## src/rtl/uart_arb_pkg.sv

```systemverilog
// ----------------------------------------------------------------------------
// uart_arb_pkg
// Shared types and constants for the UART transmit arbiter.
//   state_t  : arbiter FSM states
//   CHAR_*   : ASCII constants used by requesters to build messages
// ----------------------------------------------------------------------------
package uart_arb_pkg;

    typedef enum logic [2:0] {
        ST_IDLE    = 3'd0,
        ST_LOAD    = 3'd1,
        ST_START   = 3'd2,
        ST_WAIT_HI = 3'd3,
        ST_WAIT_LO = 3'd4,
        ST_NEXT    = 3'd5,
        ST_DONE    = 3'd6
    } state_t;

    localparam logic [7:0] CHAR_0 = 8'h30;
    localparam logic [7:0] CHAR_E = 8'h45;
    localparam logic [7:0] CR     = 8'h0D;
    localparam logic [7:0] LF     = 8'h0A;

endpackage : uart_arb_pkg

```

## src/rtl/rr_arbiter.sv

```systemverilog
// ----------------------------------------------------------------------------
// rr_arbiter
// Combinational round-robin pick: the first active request at or after the
// pointer, wrapping from NREQ-1 back to 0.
//   req_i  in  NREQ  request vector
//   ptr_i  in  PW    highest-priority requester index
//   win_c  out NREQ  one-hot winner (zero when no request)
//   idx_c  out PW    winner index
//   any_c  out 1     at least one request active
// ----------------------------------------------------------------------------
module rr_arbiter #(
    parameter int unsigned NREQ = 2,
    parameter int unsigned PW   = (NREQ > 1) ? $clog2(NREQ) : 1
) (
    input  logic [NREQ-1:0] req_i,
    input  logic [PW-1:0]   ptr_i,
    output logic [NREQ-1:0] win_c,
    output logic [PW-1:0]   idx_c,
    output logic            any_c
);

    logic [PW:0] cand_c;

    // Scan candidates in rotational order starting at the pointer.
    always_comb begin : pick
        win_c  = '0;
        idx_c  = '0;
        any_c  = 1'b0;
        cand_c = '0;
        for (int unsigned off = 0; off < NREQ; off++) begin
            cand_c = (PW+1)'(ptr_i) + (PW+1)'(off);
            if (cand_c >= (PW+1)'(NREQ)) begin
                cand_c = cand_c - (PW+1)'(NREQ);
            end
            if (!any_c && req_i[cand_c[PW-1:0]]) begin
                any_c                = 1'b1;
                win_c[cand_c[PW-1:0]] = 1'b1;
                idx_c                = cand_c[PW-1:0];
            end
        end
    end

endmodule : rr_arbiter

```

## src/rtl/uart_tx_arbiter.sv

```systemverilog
// ----------------------------------------------------------------------------
// uart_tx_arbiter
// Shares one UART transmitter among NREQ requesters. Round-robin grant; each
// grant sends one latched message of 0..MAXLEN bytes (byte 0 first), one byte
// per transmitter start/busy handshake, then pulses done for the winner.
//   clk, reset   clock, asynchronous active-low reset
//   req          per-requester level request
//   len          per-requester byte count, requester i at [i*LW +: LW]
//   msg          per-requester bytes, requester i byte k at [(i*MAXLEN+k)*8 +: 8]
//   gnt          one-hot grant, held for the whole message
//   done         one-cycle pulse at the end of the granted message
//   txd_start    one-cycle start pulse to the transmitter
//   txd_data     byte to the transmitter, held until the next start
//   txd_busy     transmitter busy
//   busy         arbiter not idle
// ----------------------------------------------------------------------------
module uart_tx_arbiter
    import uart_arb_pkg::*;
#(
    parameter int unsigned NREQ    = 2,
    parameter int unsigned MAXLEN  = 4,
    parameter int unsigned LW      = 3,
    parameter int unsigned BUSY_TO = 15
) (
    input  logic                     clk,
    input  logic                     reset,
    input  logic [NREQ-1:0]          req,
    input  logic [NREQ*LW-1:0]       len,
    input  logic [NREQ*MAXLEN*8-1:0] msg,
    output logic [NREQ-1:0]          gnt,
    output logic [NREQ-1:0]          done,
    output logic                     txd_start,
    output logic [7:0]               txd_data,
    input  logic                     txd_busy,
    output logic                     busy
);

    localparam int unsigned PW = (NREQ > 1) ? $clog2(NREQ) : 1;
    localparam int unsigned TW = $clog2(BUSY_TO + 1);
    localparam int unsigned BW = MAXLEN * 8;

    state_t          state_q, state_d;
    logic [NREQ-1:0] gnt_q, gnt_d;
    logic [NREQ-1:0] done_q, done_d;
    logic            start_q, start_d;
    logic [7:0]      data_q, data_d;
    logic            busy_q, busy_d;
    logic [PW-1:0]   rr_q, rr_d;
    logic [BW-1:0]   buf_q, buf_d;
    logic [LW-1:0]   len_q, len_d;
    logic [LW-1:0]   k_q, k_d;
    logic [TW-1:0]   to_q, to_d;

    logic [NREQ-1:0] win_c;
    logic [PW-1:0]   win_idx_c;
    logic            any_c;
    logic [BW-1:0]   sel_msg_c;
    logic [LW-1:0]   sel_len_c;
    logic [7:0]      cur_byte_c;

    rr_arbiter #(
        .NREQ (NREQ),
        .PW   (PW)
    ) u_rr (
        .req_i (req),
        .ptr_i (rr_q),
        .win_c (win_c),
        .idx_c (win_idx_c),
        .any_c (any_c)
    );

    // Winner's message and clamped length, ready to latch at grant.
    always_comb begin : sel_winner
        sel_msg_c = '0;
        sel_len_c = '0;
        for (int unsigned i = 0; i < NREQ; i++) begin
            if (win_c[i]) begin
                sel_msg_c = msg[i*BW +: BW];
                sel_len_c = len[i*LW +: LW];
            end
        end
        if (sel_len_c > LW'(MAXLEN)) begin
            sel_len_c = LW'(MAXLEN);
        end
    end

    // Byte k of the latched message.
    always_comb begin : sel_byte
        cur_byte_c = '0;
        for (int unsigned b = 0; b < MAXLEN; b++) begin
            if (k_q == LW'(b)) begin
                cur_byte_c = buf_q[b*8 +: 8];
            end
        end
    end

    // Next-state and registered-output logic.
    always_comb begin : fsm_next
        state_d = state_q;
        gnt_d   = gnt_q;
        done_d  = '0;
        start_d = 1'b0;
        data_d  = data_q;
        rr_d    = rr_q;
        buf_d   = buf_q;
        len_d   = len_q;
        k_d     = k_q;
        to_d    = to_q;

        unique case (state_q)
            ST_IDLE: begin
                if (any_c) begin
                    buf_d   = sel_msg_c;
                    len_d   = sel_len_c;
                    gnt_d   = win_c;
                    rr_d    = (win_idx_c == PW'(NREQ - 1)) ? '0 : win_idx_c + PW'(1);
                    state_d = ST_LOAD;
                end
            end
            ST_LOAD: begin
                k_d     = '0;
                state_d = (len_q == '0) ? ST_DONE : ST_START;
            end
            ST_START: begin
                // Holds indefinitely while the transmitter is still busy.
                if (!txd_busy) begin
                    data_d  = cur_byte_c;
                    start_d = 1'b1;
                    to_d    = '0;
                    state_d = ST_WAIT_HI;
                end
            end
            ST_WAIT_HI: begin
                // A transmitter that never acknowledges still lets the message finish.
                if (txd_busy) begin
                    state_d = ST_WAIT_LO;
                end else begin
                    to_d = to_q + TW'(1);
                    if (to_d == TW'(BUSY_TO)) begin
                        state_d = ST_NEXT;
                    end
                end
            end
            ST_WAIT_LO: begin
                if (!txd_busy) begin
                    state_d = ST_NEXT;
                end
            end
            ST_NEXT: begin
                k_d     = k_q + LW'(1);
                state_d = (k_d == len_q) ? ST_DONE : ST_START;
            end
            ST_DONE: begin
                done_d  = gnt_q;
                gnt_d   = '0;
                state_d = ST_IDLE;
            end
            default: begin
                state_d = ST_IDLE;
            end
        endcase

        busy_d = (state_d != ST_IDLE);
    end

    // State and output registers.
    always_ff @(posedge clk or negedge reset) begin : regs
        if (!reset) begin
            state_q <= ST_IDLE;
            gnt_q   <= '0;
            done_q  <= '0;
            start_q <= 1'b0;
            data_q  <= '0;
            busy_q  <= 1'b0;
            rr_q    <= '0;
            buf_q   <= '0;
            len_q   <= '0;
            k_q     <= '0;
            to_q    <= '0;
        end else begin
            state_q <= state_d;
            gnt_q   <= gnt_d;
            done_q  <= done_d;
            start_q <= start_d;
            data_q  <= data_d;
            busy_q  <= busy_d;
            rr_q    <= rr_d;
            buf_q   <= buf_d;
            len_q   <= len_d;
            k_q     <= k_d;
            to_q    <= to_d;
        end
    end

    assign gnt       = gnt_q;
    assign done      = done_q;
    assign txd_start = start_q;
    assign txd_data  = data_q;
    assign busy      = busy_q;

endmodule : uart_tx_arbiter
```

## config.mk

```make
export PLATFORM = sky130hd
export DESIGN_NAME = uart_tx_arbiter
export DESIGN_NICKNAME = d
export VERILOG_FILES = /design/src/rtl/uart_arb_pkg.sv /design/src/rtl/rr_arbiter.sv /design/src/rtl/uart_tx_arbiter.sv
export SDC_FILE = /design/constraint.sdc
export NUM_CORES = 1
export LEC_CHECK = 0
export BUFFER_PORTS_ARGS = -buffer_cell sky130_fd_sc_hd__buf_2
export CORE_ASPECT_RATIO = 1.75
export CORE_MARGIN = 2
export CORE_UTILIZATION = 54
export CTS_BUF_LIST = sky130_fd_sc_hd__clkbuf_4 sky130_fd_sc_hd__clkbuf_8
export DETAILED_ROUTE_END_ITERATION = 7
export GPL_ROUTABILITY_DRIVEN = 0
export GPL_TIMING_DRIVEN = 0
export PLACE_DENSITY = 0.94
export SETUP_SLACK_MARGIN = 0.1
export SKIP_CTS_REPAIR_TIMING = 1
export SYNTH_ARGS = -nofsm -noshare
export SYNTH_HDL_FRONTEND = slang
export SYNTH_HIERARCHICAL = 1
export SYNTH_SLANG_ARGS = --single-unit
```

## constraint.sdc

```tcl
create_clock -name clk -period 1.91 [get_ports clk]
set_input_delay 0.382 -clock clk [delete_from_list [all_inputs] [get_ports clk]]
set_output_delay 0.382 -clock clk [all_outputs]
set_load 0.02 [all_outputs]
```

==> impl_metrics.py, run 1 <==
metrics = {
    "final_layout": {
        "layout-drive-gt1-share_pct": 30.99,
        "final_area_um2": 3815,
        "regArea_um2": 1501,
        "diodes": 0,
        "final_nets": 503,
        "syn_to_final_growth_pct": 25.99,
        "multiInputGateArea_um2": 1423,
        "fillCellCount": 435,
        "final_cells": 502,
    },
    "worst_setup_path": {
        "criticalPathCategory": "reg -> reg",
        "start_kind": "flip-flop",
        "arrival_ns": 2.01,
        "crit_required_ns": 2.14,
        "worstSetupEndpointType": "flip-flop",
        "crit_fanout": 10,
    },
    "pwr": {
        "p_per_area_nw_per_um2": 1630,
        "vdd_drop_max_mv": 0.9175,
        "power.total_w": 0.006218,
        "leakage_nw": 1.740,
    },
    "placement": {
        "io_buffers": 88,
        "dp_hpwl_mm": 5.840,
        "dpl_cell_area_um2": 3563,
        "place_inst": 485,
    },
    "sta": {
        "hold_viol": 0,
        "setup_viol": 0,
        "fin_crit_sh_pct": 93.27,
        "rsz0062_at_grt": "true",
        "finalMaxSlewViolations": 0,
        "timing.setup.tns_ns": 0,
        "fin_crit_ns": 1.781,
        "slew_headroom_pct": 50.89,
        "timing.fmax_ghz": 0.5614,
        "max_slew.worst_pin.slew_ns": 0.7367,
        "finClkSkew_ns": 0.007242,
    },
    "clock_network": {
        "cts_root_buffer": "clkbuf_8",
        "cts_tree": "built",
        "cts_sinks": 60,
        "insertion_delay_ns": 0.35,
        "clk_path_buf_depth": 2,
        "clkTransAtPathRegs_ns": 0.07,
        "h-tree-depth": 3,
        "cts_buffers": 9,
    },
    "drt": {
        "ant_nets": 0,
        "via_count": 2843,
        "routed_wl_mm": 7.854,
        "vias_per_cell": 5.663,
        "drtPass1Iterations": 5,
        "initialDrtViolationCount": 112,
        "post-route-drc-count": 0,
        "wl_per_cell_um": 15.65,
    },
    "die": {
        "rows": 36,
        "dieArea_um2": 6246,
        "ios": 89,
        "core_um2": 5495,
        "initial_core_util_pct": 55.10,
        "die_y_um": 103.1,
        "die_w_um": 60.61,
    },
    "yosys": {
        "synth_nets": 403,
        "synthFlopType": "dfrtp_1",
        "ys_seq_area_share_pct": 49.59,
        "synth_cell_types": 40,
        "ys_top_cells_by_area": "dfrtp_1 (50%), a22oi_1 (9.2%), a21oi_1 (7.8%)",
        "synth_async_sr_flop_share_pct": 100.0,
        "ys_ff_latch": 60,
        "syn_area_um2": 3028,
        "ys_warn_count": 6,
        "synth_enable_flop_cells": 0,
        "syn_avg_cell_area_um2": 9.433,
        "netlist.top_cell.by_area": "dfrtp_1",
        "synth_top_cell_area_share_pct": 49.59,
        "synth_cells": 321,
    },
    "outcome": {
        "status": "finished, final reports clean",
    },
    "min_path": {
        "hold_path_class": "in -> async",
    },
    "flow_run": {
        "maxCapViolCount": 0,
    },
    "global_route": {
        "antenna_found_initial": 0,
        "grt_max_degree": 61,
        "grt_pass1_wl_mm": 12.25,
        "grt_util_all_layers_pct": 26.87,
        "first_global_vias": 2740,
        "overflow": 0,
    },
}
[final cells by class]
class / count / share of cell area, %
multi-input cells: 228 / 37.29
repair buffers: 89 / 11.81
flip-flops and latches: 60 / 39.36
clock buffers: 14 / 4.395
inverters: 8 / 0.7871
plain buffers: 25 / 3.608
clock inverters: 2 / 0.2624
well taps: 76 / 2.493
[layout by cell type (no fill, tap or decap), types with 7 or more instances in the layout]
cell | netlist | layout
a21oi_1 | 47 | 47
a22oi_1 | 37 | 35
a32oi_1 | 8 | 7
buf_2 | 9 | 94
clkbuf_4 | 0 | 10
clkbuf_8 | 0 | 10
dfrtp_1 | 60 | 60
inv_1 | 8 | 8
nand2_1 | 16 | 16
nand2b_1 | 11 | 11
nor2_1 | 47 | 46
o21ai_0 | 9 | 9
[metrics by stage]
stage                     hold WS (ns)  utilization (%)  worst slack (ns)
final                          0.09458            69.42            0.1286
after global routing            0.1459            69.42          -0.02285
after CTS                       0.3324            68.08           -0.1544
after detailed placement        0.5114            64.85           -0.2453
after global placement          0.4971            64.85           -0.1412
after floorplan                0.08641                -            0.3059
[synth_stat cells, types with 2 or more instances]
cell      instances
or3b_1            2
nor2_1           47
a221o_1           6
nor2b_1           6
xor2_1            3
buf_2             9
a32oi_1           8
nand2b_1         11
o21ai_0           9
ha_1              7
a21oi_1          47
a21o_1            2
clkbuf_1         14
inv_1             8
a22oi_1          37
nand2_1          16
a21boi_0          3
dfrtp_1          60
a22o_1            2
nor3b_1           4
[where the power goes]
group	switching [W]	internal, W
Clock	0.000476	0.000560
Sequential	0.000436	0.00189
Combinational	0.00164	0.00122
[kinds of logic (layout without fill, tap and decap cells)]
logic type	Yosys count	after routing	synth area share (%)
and+or+nand+nor	94	94	14.75
xor gates and xnor gates	4	4	1.157
muxes	1	1	0.3306
AOI/OAI and AO/OA	122	122	26.69
adders and majority gates	7	7	2.892
DFF	60	60	49.59
buffers and inverters	33	138	4.587
[sequential cells by signal, summed over array words and instances (netlist names)]
name,cells
state_q,3
to_q,4
k_q,3
done,2
txd_start,1
gnt,2
rr_q,1
buf_q,32
busy,1
txd_data,8
len_q,3
[critical path, stage by stage (launching register included)]
cell      delay (ns)
dfrtp_1         0.37
inv_1           0.07
a21boi_0        0.20
buf_4           0.22
nor2b_1         0.07
clkbuf_2        0.16
clkbuf_4        0.21
a22oi_1         0.26
a21oi_1         0.11
[routing by layer]
layer | GRT usage, % | vias to the layer above | wire (um)
met3 | 6.524 | 22 | 327
met4 | 19.23 | 0 | 346
met5 | 0 | - | 0
met1 | 27.93 | 1367 | 2836
li1 | - | 1366 | -
met2 | 45.49 | 88 | 4344
[final timing paths]
| check | to | slack [ns] | cells after the start | from |
|---|---|---|---|---|
| min | state_q[2]$_DFF_PN0_ | 0.09 | 1 | reset |
| max in group asynchronous | txd_data[5]$_DFFE_PN0P_ | 1.32 | 1 | reset |
| max | buf_q[28]$_DFFE_PN0P_ | 0.13 | 8 | rr_q$_DFFE_PN0P_ |
| min in group clk | buf_q[14]$_DFFE_PN0P_ | 0.35 | 3 | msg[14] |
| max reg2reg | buf_q[28]$_DFFE_PN0P_ | 0.13 | 8 | rr_q$_DFFE_PN0P_ |
| min reg2reg | txd_data[3]$_DFFE_PN0P_ | 0.52 | 2 | txd_data[3]$_DFFE_PN0P_ |
Note: power is estimated with default switching activity, not from simulation.
==> run 2, diff against run 1 <==
CORE_ASPECT_RATIO = 1.5   (was 1.75)
==> run 2 against run 1 <==
Hold slack improved by 0.0079 ns. Clock skew increased by 0.0026 ns. Global-route usage about the same. Non-clock buffer count decreased by 1. First-iteration DRC count increased by 48%. Via count unchanged. Fmax increased by 2.1%. Power decreased by 1.3%. Count of clock-buffer cells in the layout decreased by 2. Cell area decreased by 1.2%. Worst setup slack improved by 0.037 ns. Critical endpoint is now txd_data[0]$_DFFE_PN0P_. Largest cell class unchanged. Largest power group unchanged.
==> impl_metrics.py, run 2 (synthesized netlist as in run 1, its figures left out) <==
metrics = {
    "die": {
        "die_w_um": 65.14,
        "die_y_um": 95.71,
        "initial_core_util_pct": 55.56,
        "dieArea_um2": 6235,
        "ios": 89,
        "core_um2": 5450,
        "rows": 33,
    },
    "sta": {
        "max_slew.worst_pin.slew_ns": 0.7441,
        "timing.fmax_ghz": 0.5734,
        "slew_headroom_pct": 50.40,
        "finClkSkew_ns": 0.009831,
        "fin_crit_sh_pct": 91.31,
        "setup_viol": 0,
        "fin_crit_ns": 1.744,
        "hold_ws_ns": 0.1024,
        "rsz0062_at_grt": "true",
        "hold_viol": 0,
        "finalMaxSlewViolations": 0,
    },
    "pwr": {
        "leakage_nw": 1.725,
        "seqPwrFrac_pct": 38.2,
        "clkPwrFrac_pct": 15.9,
        "sw_frac_of_total_pct": 41.63,
        "internal_power_w": 0.003584,
        "switchingPower_w": 0.002556,
        "vdd_drop_max_mv": 0.8371,
        "p_per_area_nw_per_um2": 1629,
        "power_frac_comb_pct": 45.9,
    },
    "clock_network": {
        "insertion_delay_ns": 0.35,
        "cts_sinks": 60,
        "clk_path_buf_depth": 2,
        "h-tree-depth": 3,
        "cts_root_buffer": "clkbuf_8",
        "clkTransAtPathRegs_ns": 0.07,
        "cts_buffers": 9,
        "cts_tree": "built",
    },
    "final_layout": {
        "top_register": "buf_q",
        "layout-drive-gt1-share_pct": 30.66,
        "fillCellCount": 449,
        "final_common_cell": "buf_2",
        "diodes": 0,
        "syn_to_final_growth_pct": 24.50,
        "largest_reg_flops": 32,
        "final_nets": 502,
        "final_cell_mix": "buf_2 (97), dfrtp_1 (59), a21oi_1 (47), nor2_1 (46), a22oi_1 (35)",
        "final_cells": 494,
    },
    "placement": {
        "io_buffers": 88,
        "dp_hpwl_mm": 5.720,
        "place_inst": 479,
    },
    "worst_setup_path": {
        "crit_top_cell": "a21oi_1",
        "crit_buf_inv": 2,
        "crit_family": "compound AO/OA/AOI/OAI gates",
        "start_kind": "flip-flop",
        "crit_required_ns": 2.13,
        "crit_fanout": 10,
        "slowest_delay_ns": 0.40,
        "worstSetupEndpointType": "flip-flop",
        "criticalPathCategory": "reg -> reg",
        "crit_chain": "inv_1 > ha_2 > buf_2 > a21oi_1 > o21ai_0 > a32oi_1 > a21oi_1",
        "slowest_stage": "dfrtp_2",
        "arrival_ns": 1.96,
    },
    "global_route": {
        "grt_util_all_layers_pct": 26.88,
        "antenna_found_initial": 0,
        "grt_pass1_wl_mm": 12.63,
        "first_global_vias": 2817,
        "overflow": 0,
        "grt_max_degree": 61,
    },
    "min_path": {
        "hold_path_class": "in -> async",
    },
    "drt": {
        "drtPass1Iterations": 5,
        "post-route-drc-count": 0,
        "wl_per_cell_um": 15.77,
        "ant_nets": 0,
        "initialDrtViolationCount": 166,
        "vias_per_cell": 5.755,
        "routed_wl_mm": 7.790,
        "via_count": 2843,
    },
    "flow_run": {
        "maxCapViolCount": 0,
    },
    "outcome": {
        "status": "finished, final reports clean",
    },
}
[run 2: final cells by class]
cell class,count,area (um2),share of cell area (%)
Buffer,24,122.6,3.253
Clock inverter,3,15.01,0.3983
Multi-Input combinational cell,228,1415,37.54
Clock buffer,12,146.4,3.883
Sequential cell,60,1503,39.86
Inverter,8,30.03,0.7965
Tap cell,70,87.58,2.323
Timing Repair Buffer,89,450.4,11.95
[run 2: final timing paths]
path                                  startpoint                 endpoint  slack [ns]  cells after the start
setup / recovery              k_q[0]$_DFFE_PN0P_  txd_data[0]$_DFFE_PN0P_        0.17                      7
hold / removal                             reset        done[0]$_DFF_PN0_        0.10                      1
setup reg to reg              k_q[0]$_DFFE_PN0P_  txd_data[0]$_DFFE_PN0P_        0.17                      7
hold reg to reg            buf_q[23]$_DFFE_PN0P_    buf_q[23]$_DFFE_PN0P_        0.52                      2
max in group asynchronous                  reset       k_q[0]$_DFFE_PN0P_        1.27                      1
min in group clk                         msg[11]    buf_q[11]$_DFFE_PN0P_        0.34                      3
[run 2: power groups by stage]
stage	Sequential (W)	Combinational, W	Clock [W]
2_1_floorplan	0.00235	0.00188	0
3_3_place_gp	0.00229	0.00261	0
3_5_place_dp	0.00232	0.00273	0
4_1_cts	0.00230	0.00277	0.000976
5_1_grt	0.00242	0.00312	0.00105
6_report	0.00234	0.00282	0.000978
[run 2: through the flow]
step	util (%)	TNS, ns	cell area [um2]	power (W)	worst slack (ns)
floorplan	-	0	3028	0.004231	0.3059
global placement	65.24	-2.257	3556	0.004898	-0.1390
detailed placement	65.24	-3.896	3556	0.005056	-0.1879
CTS	68.20	-1.674	3717	0.006047	-0.1048
global route	69.17	0	3770	0.006589	0.04915
finish	69.17	0	3770	0.006140	0.1660
[run 2: metal layers]
| layer | GRT usage (%) | wire [um] | up-vias |
|---|---|---|---|
| li1 | - | - | 1361 |
| met1 | 29.90 | 2918 | 1370 |
| met2 | 48.63 | 4252 | 89 |
| met3 | 6.901 | 377 | 23 |
| met4 | 11.11 | 242 | 0 |
| met5 | 0 | 0 | - |
==> run 3, diff against run 2 <==
clock period = 1.8 ns   (was 1.91 ns; I/O delays follow)
==> run 3 against run 2 <==
Combinational power increased by 14%. Critical path type unchanged. Register-to-register slack got worse by 0.08 ns. Sequential power increased by 9.0%. Highest routed layer unchanged. Hold slack got worse by 0.020 ns. Routed wire length increased by 7.1%.
==> impl_metrics.py, run 3 (synthesized netlist as in run 1, its figures left out) <==
metrics = {
    "pwr": {
        "switchingPower_w": 0.002863,
        "clkPwrFrac_pct": 15.2,
        "seqPwrFrac_pct": 37.4,
        "vdd_drop_max_mv": 0.9421,
        "p_per_area_nw_per_um2": 1754,
        "leakage_nw": 1.755,
        "internal_power_w": 0.003941,
        "power.total_w": 0.006804,
        "sw_frac_of_total_pct": 42.08,
        "power_frac_comb_pct": 47.4,
    },
    "sta": {
        "timing.fmax_ghz": 0.5823,
        "setup_viol": 0,
        "fin_crit_ns": 1.717,
        "finalMaxSlewViolations": 0,
        "hold_viol": 0,
        "slew_headroom_pct": 50.45,
        "finClkSkew_ns": 0.01099,
        "rsz0062_at_grt": "true",
        "max_slew.worst_pin.slew_ns": 0.7432,
        "timing.setup.tns_ns": 0,
        "fin_crit_sh_pct": 95.41,
    },
    "min_path": {
        "hold_path_class": "in -> async",
    },
    "die": {
        "die_y_um": 95.71,
        "rows": 33,
        "die_w_um": 65.14,
        "initial_core_util_pct": 55.56,
        "dieArea_um2": 6235,
        "ios": 89,
        "core_um2": 5450,
    },
    "placement": {
        "dpl_cell_area_um2": 3556,
        "io_buffers": 88,
        "place_inst": 479,
        "dp_hpwl_mm": 5.720,
    },
    "final_layout": {
        "final_cells": 496,
        "final_util_pct": 71.17,
        "final_common_cell": "buf_2",
        "top_register": "buf_q",
        "diodes": 0,
        "final_cell_mix": "buf_2 (93), dfrtp_1 (56), a21oi_1 (47), nor2_1 (46), a22oi_1 (34)",
        "layout-drive-gt1-share_pct": 34.98,
        "final_area_um2": 3879,
        "largest_reg_flops": 32,
        "final_nets": 504,
        "syn_to_final_growth_pct": 28.10,
    },
    "clock_network": {
        "cts_buffers": 9,
        "insertion_delay_ns": 0.34,
        "clk_path_buf_depth": 2,
        "cts_tree": "built",
        "cts_sinks": 60,
        "clkTransAtPathRegs_ns": 0.07,
        "cts_root_buffer": "clkbuf_8",
        "h-tree-depth": 3,
    },
    "global_route": {
        "overflow": 0,
        "antenna_found_initial": 0,
        "first_global_vias": 2817,
        "grt_max_degree": 61,
        "grt_pass1_wl_mm": 12.63,
        "grt_util_all_layers_pct": 26.88,
    },
    "drt": {
        "post-route-drc-count": 0,
        "initialDrtViolationCount": 236,
        "routed_wl_mm": 8.345,
        "via_count": 2960,
        "ant_nets": 0,
        "wl_per_cell_um": 16.82,
        "drtPass1Iterations": 5,
        "vias_per_cell": 5.968,
    },
    "worst_setup_path": {
        "start_kind": "flip-flop",
        "crit_fanout": 10,
        "crit_top_cell": "a21oi_1",
        "crit_chain": "inv_2 > ha_4 > clkbuf_4 > a21oi_1 > o21ai_1 > a32oi_1 > a21oi_1",
        "arrival_ns": 1.94,
        "worstSetupEndpointType": "flip-flop",
        "crit_required_ns": 2.02,
        "slowest_stage": "dfrtp_2",
        "criticalPathCategory": "reg -> reg",
        "slowest_delay_ns": 0.42,
    },
    "flow_run": {
        "maxCapViolCount": 0,
    },
    "outcome": {
        "status": "finished, final reports clean",
    },
}
-- run 3: path summary, 6_finish.rpt --
check                                       from  cells after the start  slack (ns)                 endpoint
max                           k_q[0]$_DFFE_PN0P_                      7        0.08  txd_data[0]$_DFFE_PN0P_
min reg2reg                buf_q[23]$_DFFE_PN0P_                      2        0.53    buf_q[23]$_DFFE_PN0P_
max reg2reg                   k_q[0]$_DFFE_PN0P_                      7        0.08  txd_data[0]$_DFFE_PN0P_
min                                        reset                      1        0.08      to_q[2]$_DFFE_PN0P_
max in group asynchronous                  reset                      1        1.18       k_q[0]$_DFFE_PN0P_
min in group clk                         msg[11]                      3        0.33    buf_q[11]$_DFFE_PN0P_
-- run 3: cell type report --
| class | instances | area (um2) |
|---|---|---|
| clock inverter | 3 | 15.01 |
| clock buffer | 12 | 146.4 |
| inverter | 8 | 30.03 |
| buffer | 24 | 146.4 |
| sequential | 60 | 1506 |
| tap | 70 | 87.58 |
| fill | 414 | 1572 |
| multi-input combinational | 228 | 1481 |
| timing repair buffer | 91 | 465.4 |
-- run 3: per-stage QoR --
stage	hold slack [ns]	setup WS [ns]
after floorplan	0.06441	0.1959
after global placement	0.4983	-0.2270
after detailed placement	0.5060	-0.2759
after CTS	0.3187	-0.2148
after global routing	0.1332	0.05130
final	0.08215	0.08263
-- run 3: power by group through the flow --
stage               registers [W]  clock network [W]  logic (W)
global placement          0.00243                  0    0.00277
global route              0.00260            0.00110    0.00352
floorplan                 0.00249                  0    0.00200
detailed placement        0.00247                  0    0.00290
CTS                       0.00244            0.00104    0.00294
finish                    0.00255            0.00104    0.00322
-- run 3: per-layer routing --
| metal | part of all wire, % | wire length (um) | GRT usage, % |
|---|---|---|---|
| met5 | 0 | 0 | 0 |
| met4 | 4.5 | 374 | 11.11 |
| met3 | 5.8 | 481 | 6.901 |
| met2 | 54 | 4477 | 48.63 |
| met1 | 36 | 3012 | 29.90 |
-- run 3: worst max-delay path: cells and delay by family (launching register included) --
family / cells / cell delay [ns]
adder cells (fa/ha/maj): 1 / 0.19
flip-flops: 1 / 0.42
buffers and inverters: 2 / 0.27
AO/OA/AOI/OAI: 4 / 0.73
